**src/rtl/vga_pkg.sv**
```systemverilog
// Raster timing constants and coordinate type shared by the timing generator
// and the ball/paddle draw blocks.
package vga_pkg;

  typedef logic [11:0] coord_t;

  localparam int unsigned COORD_LIMIT = 4096;

  // 800x600@72 Hz from a 50 MHz pixel clock
  localparam int unsigned DEF_H_VISIBLE = 800;
  localparam int unsigned DEF_H_FPORCH  = 56;
  localparam int unsigned DEF_H_SYNC    = 120;
  localparam int unsigned DEF_H_BPORCH  = 64;
  localparam int unsigned DEF_V_VISIBLE = 600;
  localparam int unsigned DEF_V_FPORCH  = 37;
  localparam int unsigned DEF_V_SYNC    = 6;
  localparam int unsigned DEF_V_BPORCH  = 23;

  function automatic int unsigned h_total(input int unsigned vis, input int unsigned fp,
                                          input int unsigned sync, input int unsigned bp);
    return vis + fp + sync + bp;
  endfunction

  function automatic int unsigned v_total(input int unsigned vis, input int unsigned fp,
                                          input int unsigned sync, input int unsigned bp);
    return vis + fp + sync + bp;
  endfunction

  // True for lo <= c < lo+len.
  function automatic logic in_window(input coord_t c, input int unsigned lo,
                                     input int unsigned len);
    return (32'(c) >= lo) && (32'(c) < lo + len);
  endfunction

endpackage

```
**src/rtl/mod_counter.sv**
```systemverilog
// Modulo-N counter with enable; wrap flags the enabled cycle at N-1 and
// count_next exposes the value the register takes on the next edge.
module mod_counter
  import vga_pkg::*;
#(
  parameter int unsigned N = 16
) (
  input  logic   clk,
  input  logic   rst,
  input  logic   en,
  output coord_t count,
  output coord_t count_next,
  output logic   wrap
);

  localparam coord_t LAST = coord_t'(N - 1);

  coord_t count_q;
  coord_t count_d;
  logic   at_last;

  always_comb begin
    at_last = (count_q == LAST);
    count_d = count_q;
    if (rst) begin
      count_d = '0;
    end else if (en) begin
      count_d = at_last ? '0 : coord_t'(count_q + 12'd1);
    end
  end

  always_ff @(posedge clk) begin
    count_q <= count_d;
  end

  assign count      = count_q;
  assign count_next = count_d;
  assign wrap       = en & ~rst & at_last;

endmodule

```
**src/rtl/vga_timing_gen.sv**
```systemverilog
// Raster timing generator: pixel coordinates, registered sync/blanking outputs
// and one-pixel line/frame-end strobes.
module vga_timing_gen
  import vga_pkg::*;
#(
  parameter int unsigned H_VISIBLE = DEF_H_VISIBLE,
  parameter int unsigned H_FPORCH  = DEF_H_FPORCH,
  parameter int unsigned H_SYNC    = DEF_H_SYNC,
  parameter int unsigned H_BPORCH  = DEF_H_BPORCH,
  parameter int unsigned V_VISIBLE = DEF_V_VISIBLE,
  parameter int unsigned V_FPORCH  = DEF_V_FPORCH,
  parameter int unsigned V_SYNC    = DEF_V_SYNC,
  parameter int unsigned V_BPORCH  = DEF_V_BPORCH,
  parameter bit          H_POL     = 1'b1,
  parameter bit          V_POL     = 1'b1
) (
  input  logic   PixelClock,
  input  logic   Reset,
  input  logic   PixelEn,
  output coord_t xPos,
  output coord_t yPos,
  output logic   hSync,
  output logic   vSync,
  output logic   videoOn,
  output logic   lineEnd,
  output logic   frameEnd
);

  localparam int unsigned H_TOTAL  = h_total(H_VISIBLE, H_FPORCH, H_SYNC, H_BPORCH);
  localparam int unsigned V_TOTAL  = v_total(V_VISIBLE, V_FPORCH, V_SYNC, V_BPORCH);
  localparam int unsigned HS_START = H_VISIBLE + H_FPORCH;
  localparam int unsigned VS_START = V_VISIBLE + V_FPORCH;

  generate
    if (H_TOTAL > COORD_LIMIT || V_TOTAL > COORD_LIMIT) begin : g_range_check
      $error("vga_timing_gen: H_TOTAL/V_TOTAL exceed the 12-bit coordinate range");
    end
  endgenerate

  coord_t x_count, x_next, y_count, y_next;
  logic   x_wrap, y_wrap;

  mod_counter #(.N(H_TOTAL)) u_x_cnt (
    .clk       (PixelClock),
    .rst       (Reset),
    .en        (PixelEn),
    .count     (x_count),
    .count_next(x_next),
    .wrap      (x_wrap)
  );

  // x_wrap already carries PixelEn and !Reset, so y steps once per enabled line end.
  mod_counter #(.N(V_TOTAL)) u_y_cnt (
    .clk       (PixelClock),
    .rst       (Reset),
    .en        (x_wrap),
    .count     (y_count),
    .count_next(y_next),
    .wrap      (y_wrap)
  );

  logic hsync_q, hsync_d;
  logic vsync_q, vsync_d;
  logic video_on_q, video_on_d;

  // Decoding the next-state coordinates keeps the registered outputs aligned
  // with xPos/yPos in the same cycle.
  always_comb begin
    hsync_d    = in_window(x_next, HS_START, H_SYNC) ? H_POL : ~H_POL;
    vsync_d    = in_window(y_next, VS_START, V_SYNC) ? V_POL : ~V_POL;
    video_on_d = (32'(x_next) < H_VISIBLE) && (32'(y_next) < V_VISIBLE);
    if (Reset) begin
      hsync_d    = ~H_POL;
      vsync_d    = ~V_POL;
      video_on_d = 1'b1;
    end
  end

  always_ff @(posedge PixelClock) begin
    hsync_q    <= hsync_d;
    vsync_q    <= vsync_d;
    video_on_q <= video_on_d;
  end

  assign xPos     = x_count;
  assign yPos     = y_count;
  assign hSync    = hsync_q;
  assign vSync    = vsync_q;
  assign videoOn  = video_on_q;
  assign lineEnd  = x_wrap;
  assign frameEnd = y_wrap;

endmodule

```
**config.mk**
```make
export PLATFORM = sky130hd
export DESIGN_NAME = vga_timing_gen
export DESIGN_NICKNAME = d
export VERILOG_FILES = /design/src/rtl/vga_pkg.sv /design/src/rtl/mod_counter.sv /design/src/rtl/vga_timing_gen.sv
export SDC_FILE = /design/constraint.sdc
export NUM_CORES = 1
export LEC_CHECK = 0
export ABC_AREA = 1
export ABC_CLOCK_PERIOD_IN_PS = 2230
export CORE_ASPECT_RATIO = 1.1
export CORE_MARGIN = 3
export CORE_UTILIZATION = 53
export DETAILED_ROUTE_END_ITERATION = 16
export GPL_TIMING_DRIVEN = 0
export HOLD_SLACK_MARGIN = 0.15
export PLACE_DENSITY = 0.79
export SKIP_CTS_REPAIR_TIMING = 1
export SYNTH_ARGS = -nofsm -noshare
export SYNTH_HDL_FRONTEND = slang
export SYNTH_SLANG_ARGS = --single-unit
```
**constraint.sdc**
```tcl
create_clock -name PixelClock -period 2.23 [get_ports PixelClock]
set_clock_uncertainty 0.2 [all_clocks]
set_input_delay 0.223 -clock PixelClock [delete_from_list [all_inputs] [get_ports PixelClock]]
set_output_delay 0.223 -clock PixelClock [all_outputs]
set_load 0.01 [all_outputs]
```
After elaboration in Yosys (flattened, before gate mapping)
Cells that the tools add are included.
- logic and storage cells: 31
- input bits: 3
- output and inout port bits: 29
- register bits after elaboration: 27
- mux-type cells: 8
- add/sub/neg operators: 2
- equality and inequality tests: 2
- order comparisons: 6
- reductions and logical operators: 3
- bitwise logic cells: 5
- operators with widths (kind ; count):
    12-bit 2-to-1 mux ; 6
    12-bit by 10-bit less-than comparator with 1-bit output, second input constant ; 4
    12-bit by 1-bit adder with 12-bit output, second input constant ; 2
    12-bit by 10-bit >= comparator with 1-bit output, second input constant ; 2
    12-bit by 10-bit == test with 1-bit output, second input constant ; 1
    12-bit by 11-bit == test with 1-bit output, second input constant ; 1
    1-bit AND ; 4
    1-bit logical AND ; 3
    1-bit 2-to-1 mux ; 2
    1-bit inverter ; 1

Depth between registers and ports, before layout
- depth after elaboration: 8
- depth in mapped cells: 15
- gate-level depth less buffers: 14

Cells and area by module
From an unflattened synthesis, not the netlist that was laid out.
- cells, all modules: 253
- area total of the unflattened synthesis: 1649.1 sq um
- by module, submodules not included (module ; times used ; area each (sq um) ; cells an instance ; seq. area each (sq um)):
    mod_counter (u_x_cnt) ; 1 ; 694.4 ; 101 ; 240.2
    mod_counter (u_y_cnt) ; 1 ; 686.9 ; 103 ; 240.2
    vga_timing_gen ; 1 ; 267.8 ; 49 ; 60.1

Worst setup path before layout
OpenSTA, ideal clock, no wires.
- path type: reg-to-reg
- from: reg u_x_cnt.count_q[0], in the netlist u_x_cnt.count[0]
- to: reg vsync_q, in the netlist vSync
- library setup time: 116 ps
- setup slack: 263 ps
- clock period less this slack: 1967 ps
- stages on the path, launching flop included: 12
- required time: 1914 ps
- arrival time: 1651 ps
- buffers on the path: 0
- path through: dfxtp_1 ha_1 nand2_1 nor2_2 nand2_4 nor3_2 nor2_1 nand2_2 inv_1 o21bai_1 nand2_1 nor2_2
- word-level cells in the longest chain between the ends: 7
- elaborated cells on any way between the ends: 8
- classes of those cells: order compare (2); eq/ne (1); mux (3); bitwise (1); reduce/logical (1)
- RTL lines (item ; line ; RTL):
    start, declared ; mod_counter.sv:18 ; coord_t count_q;
    start signal, assigned ; mod_counter.sv:33 ; count_q <= count_d;
    12-bit by 11-bit == test with 1-bit output * ; mod_counter.sv:23 ; at_last = (count_q == LAST);
    1-bit AND * ; mod_counter.sv:38 ; assign wrap = en & ~rst & at_last;
    12-bit 2-to-1 mux * ; mod_counter.sv:27 ; end else if (en) begin
    12-bit 2-to-1 mux * ; mod_counter.sv:25 ; if (rst) begin
    via u_y_cnt.count_next[7] ; mod_counter.sv:12 ; output coord_t count_next,
    12-bit by 10-bit >= comparator with 1-bit output or 12-bit by 10-bit less-than comparator with 1-bit output (tied branches) ; vga_pkg.sv:32 ; return (32'(c) >= lo) && (32'(c) < lo + len);
    1-bit logical AND * ; vga_pkg.sv:32 ;
    1-bit 2-to-1 mux * ; vga_timing_gen.sv:70 ; vsync_d = in_window(y_next, VS_START, V_SYNC) ? V_POL : ~V_POL;
    end signal, assigned ; vga_timing_gen.sv:81 ; vsync_q <= vsync_d;
    end, declared ; vga_timing_gen.sv:63 ; logic vsync_q, vsync_d;
The timed path passes the listed nets; every way through them passes the cells marked *.
A chain may end at the register's enable or synchronous reset.

Worst setup path after layout
- from: reg u_x_cnt.count_q[10], in the netlist u_x_cnt.count[10]
- to: out frameEnd
- word-level cells in the longest chain between the ends: 4
- RTL lines (item ; line ; RTL):
    12-bit by 11-bit == test with 1-bit output ; mod_counter.sv:23 ;
    1-bit AND (3 in a row) ; mod_counter.sv:38 ;
    end, declared ; vga_timing_gen.sv:26 ; output logic frameEnd
No other way between the ends.

==> out/results.ini <==
[sta]
max_freq_mhz=472
fin_crit_sh_pct=95.0
setup_slack_ns=0.111
tightest_slew_ns=0.270
fin_crit_ns=2.12
slew_headroom_pct=81.8
slew_viol_final=0
whs_ns=0.113
hold_viol=0
setup_viol=0

[yosys]
ys_seq_area_share_pct=28.6
synth_warnings=0
synthesis.area_um2=1890
synth_edf_count=0
synth-seq-cells=27
syn_inst=299
ys_types=35
synth-main-ff-cell=dfxtp_1
async_flop_share_pct=0
synthesis.nets=305
avgSynthCellArea_um2=6.31

[cells_and_area]
layout_commonest_cell=nand2_1
layout_common_cells=nand2_1, inv_1, nand3_1, nor2_1, clkdlybuf4s50_1
antenna_cells=0
area_growth_syn_to_layout_pct=23.9
multi_input_area_um2=1130
nets=345
seq_area_um2=547
final_util_pct=69.1
fillCellCount=331
drive_above_1_share_pct=14.5

[routing]
drc=0
avgViaCountPerCell=5.06
drtPass1Iterations=4
vias=1952
detail-route-antenna-nets=0
finalWirelength_mm=4.46
drt_iter0_markers=85
wl_per_cell_um=11.6

[critical_path]
required_ns=1.81
slowest_delay_ns=0.45
critPathKind=reg2out
crit_slowest_cell=dfxtp_1
cp.arrival_ns=1.70
crit_path_end_kind=output pin
crit_path_start_kind=flop
critPathTopFamily=simple AND/OR/NAND/NOR gates
path_cells=inv_1 -> nor2_1 -> nand2_1 -> nor2_4 -> nand2_4 -> nor3_2 -> dlymetal6s2s_1
path_max_fanout=6
cp_num_buf_inv=2

[clock_tree]
cts.path.max_buffers=2
clock-sinks=27
path_clk_slew_ns=0.15
numCtsBuffers=3
clockRootBuffer=clkbuf_4
cts_tree=built
clk_latency_ns=0.34
ctsHtreeMaxLevel=1

[die]
io_pins=32
initial_core_util_pct=55.7
die_w_um=62.9
die_h_um=68.6
die_area_um2=4310
core_um2=3390
rows=22

[outcome]
status=finished, final reports clean

[grt]
grt_overflow=0
grt_pass1_wl_mm=7.18
antenna_found_initial=0
grt.total_usage_pct=20.8
grt_pass1_vias=1720
grt_start_max_net_pins=16

[power_and_ir_drop]
p_per_area_nw_per_um2=326
peakVddDrop_uv=235
power_mw=0.763
leakage_nw=1.16

[flow_run]
maxCapViolCount=0

[placement]
routabilityCongestion=0.919
dpl.hpwl_mm=3.45
place_ws_ns=0.0267
portBuffers=29

[min_path]
min_path_type=in2reg

per-layer routing:
| metal | vias up | part of all wire (%) | track usage [%] |
|---|---|---|---|
| met4 | 0 | 1.3 | 7.44 |
| met1 | 893 | 42 | 22.7 |
| met5 | - | 0 | 0 |
| met3 | 7 | 3.6 | 2.43 |
| met2 | 40 | 53 | 41.8 |
| li1 | 1012 | - | - |
power by group:
| part | internal, mW | leakage (nW) | switching [mW] |
|---|---|---|---|
| registers | 0.487 | 0.220 | 0.00411 |
| clock network | 0.0676 | 0.0177 | 0.150 |
| logic | 0.0240 | 0.924 | 0.0304 |
Yosys cell counts, types with 2 or more instances:
cell type,number,area share [%]
inv_4,2,0.66
o21ai_0,10,2.7
inv_2,2,0.40
nand2_4,3,1.8
nor3_1,8,2.1
xor2_1,5,2.3
nand2_2,7,2.3
nor2_1,31,6.2
nand3_1,32,8.5
a21oi_1,2,0.53
nor2_2,7,2.3
inv_1,44,8.8
nand4_1,5,1.7
nand2_1,87,17
nor3_2,2,1.1
ha_1,3,2.0
dfxtp_1,27,29
nor2_4,5,3.0
logic make-up (layout without fill, tap and decap cells):
kind of cell	count (synthesis)	count (layout)	share of synthesized area, %
AND/OR/NAND/NOR	193	193	49.5
buffers and inverters	53	92	11.9
AO/OA/AOI/OAI	17	17	5.24
adder cells (fa/ha/maj)	3	3	1.99
XOR/XNOR	6	6	2.79
flip-flops	27	27	28.6
layout make-up:
type / count / area share (%)
Clock buffer: 3 / 0.963
Timing Repair Buffer: 35 / 15.1
Buffer: 3 / 1.28
Sequential cell: 27 / 23.4
Tap cell: 48 / 2.57
Multi-Input combinational cell: 219 / 48.2
Inverter: 50 / 8.29
Clock inverter: 1 / 0.214
sequential cells by signal, summed over array words and instances (netlist names):
| signal | count |
|---|---|
| u_x_cnt.count | 12 |
| vSync | 1 |
| u_y_cnt.count | 12 |
| videoOn | 1 |
| hSync | 1 |
stage by stage:
step / TNS, ns / instance area (µm²) / cells
floorplan: 0 / 1890 / 299
global placement: 0 / 2240 / 376
detailed placement: 0 / 2240 / 376
CTS: -0.637 / 2260 / 380
global route: -0.00578 / 2340 / 386
finish: 0 / 2340 / 386
worst paths after layout:
| path | startpoint | endpoint | slack (ns) | cells after the start |
|---|---|---|---|---|
| worst max-delay path | u_x_cnt.count[10] | frameEnd | 0.11 | 7 |
| worst min-delay path | PixelEn | u_x_cnt.count[4] | 0.11 | 4 |
| worst max register to register | u_y_cnt.count[1] | vSync | 0.21 | 12 |
| worst min register to register | u_x_cnt.count[0] | u_x_cnt.count[0] | 0.33 | 2 |
worst register-to-register path, delay by kind of cell, from the launching register on:
| family | cells | cell delay (ns) |
|---|---|---|
| and+or+nand+nor | 9 | 0.97 |
| DFF | 1 | 0.39 |
| adders and majority gates | 1 | 0.22 |
| AOI/OAI and AO/OA | 1 | 0.10 |
| buffers and inverters | 1 | 0.09 |
(Power assumes the default switching activity.)
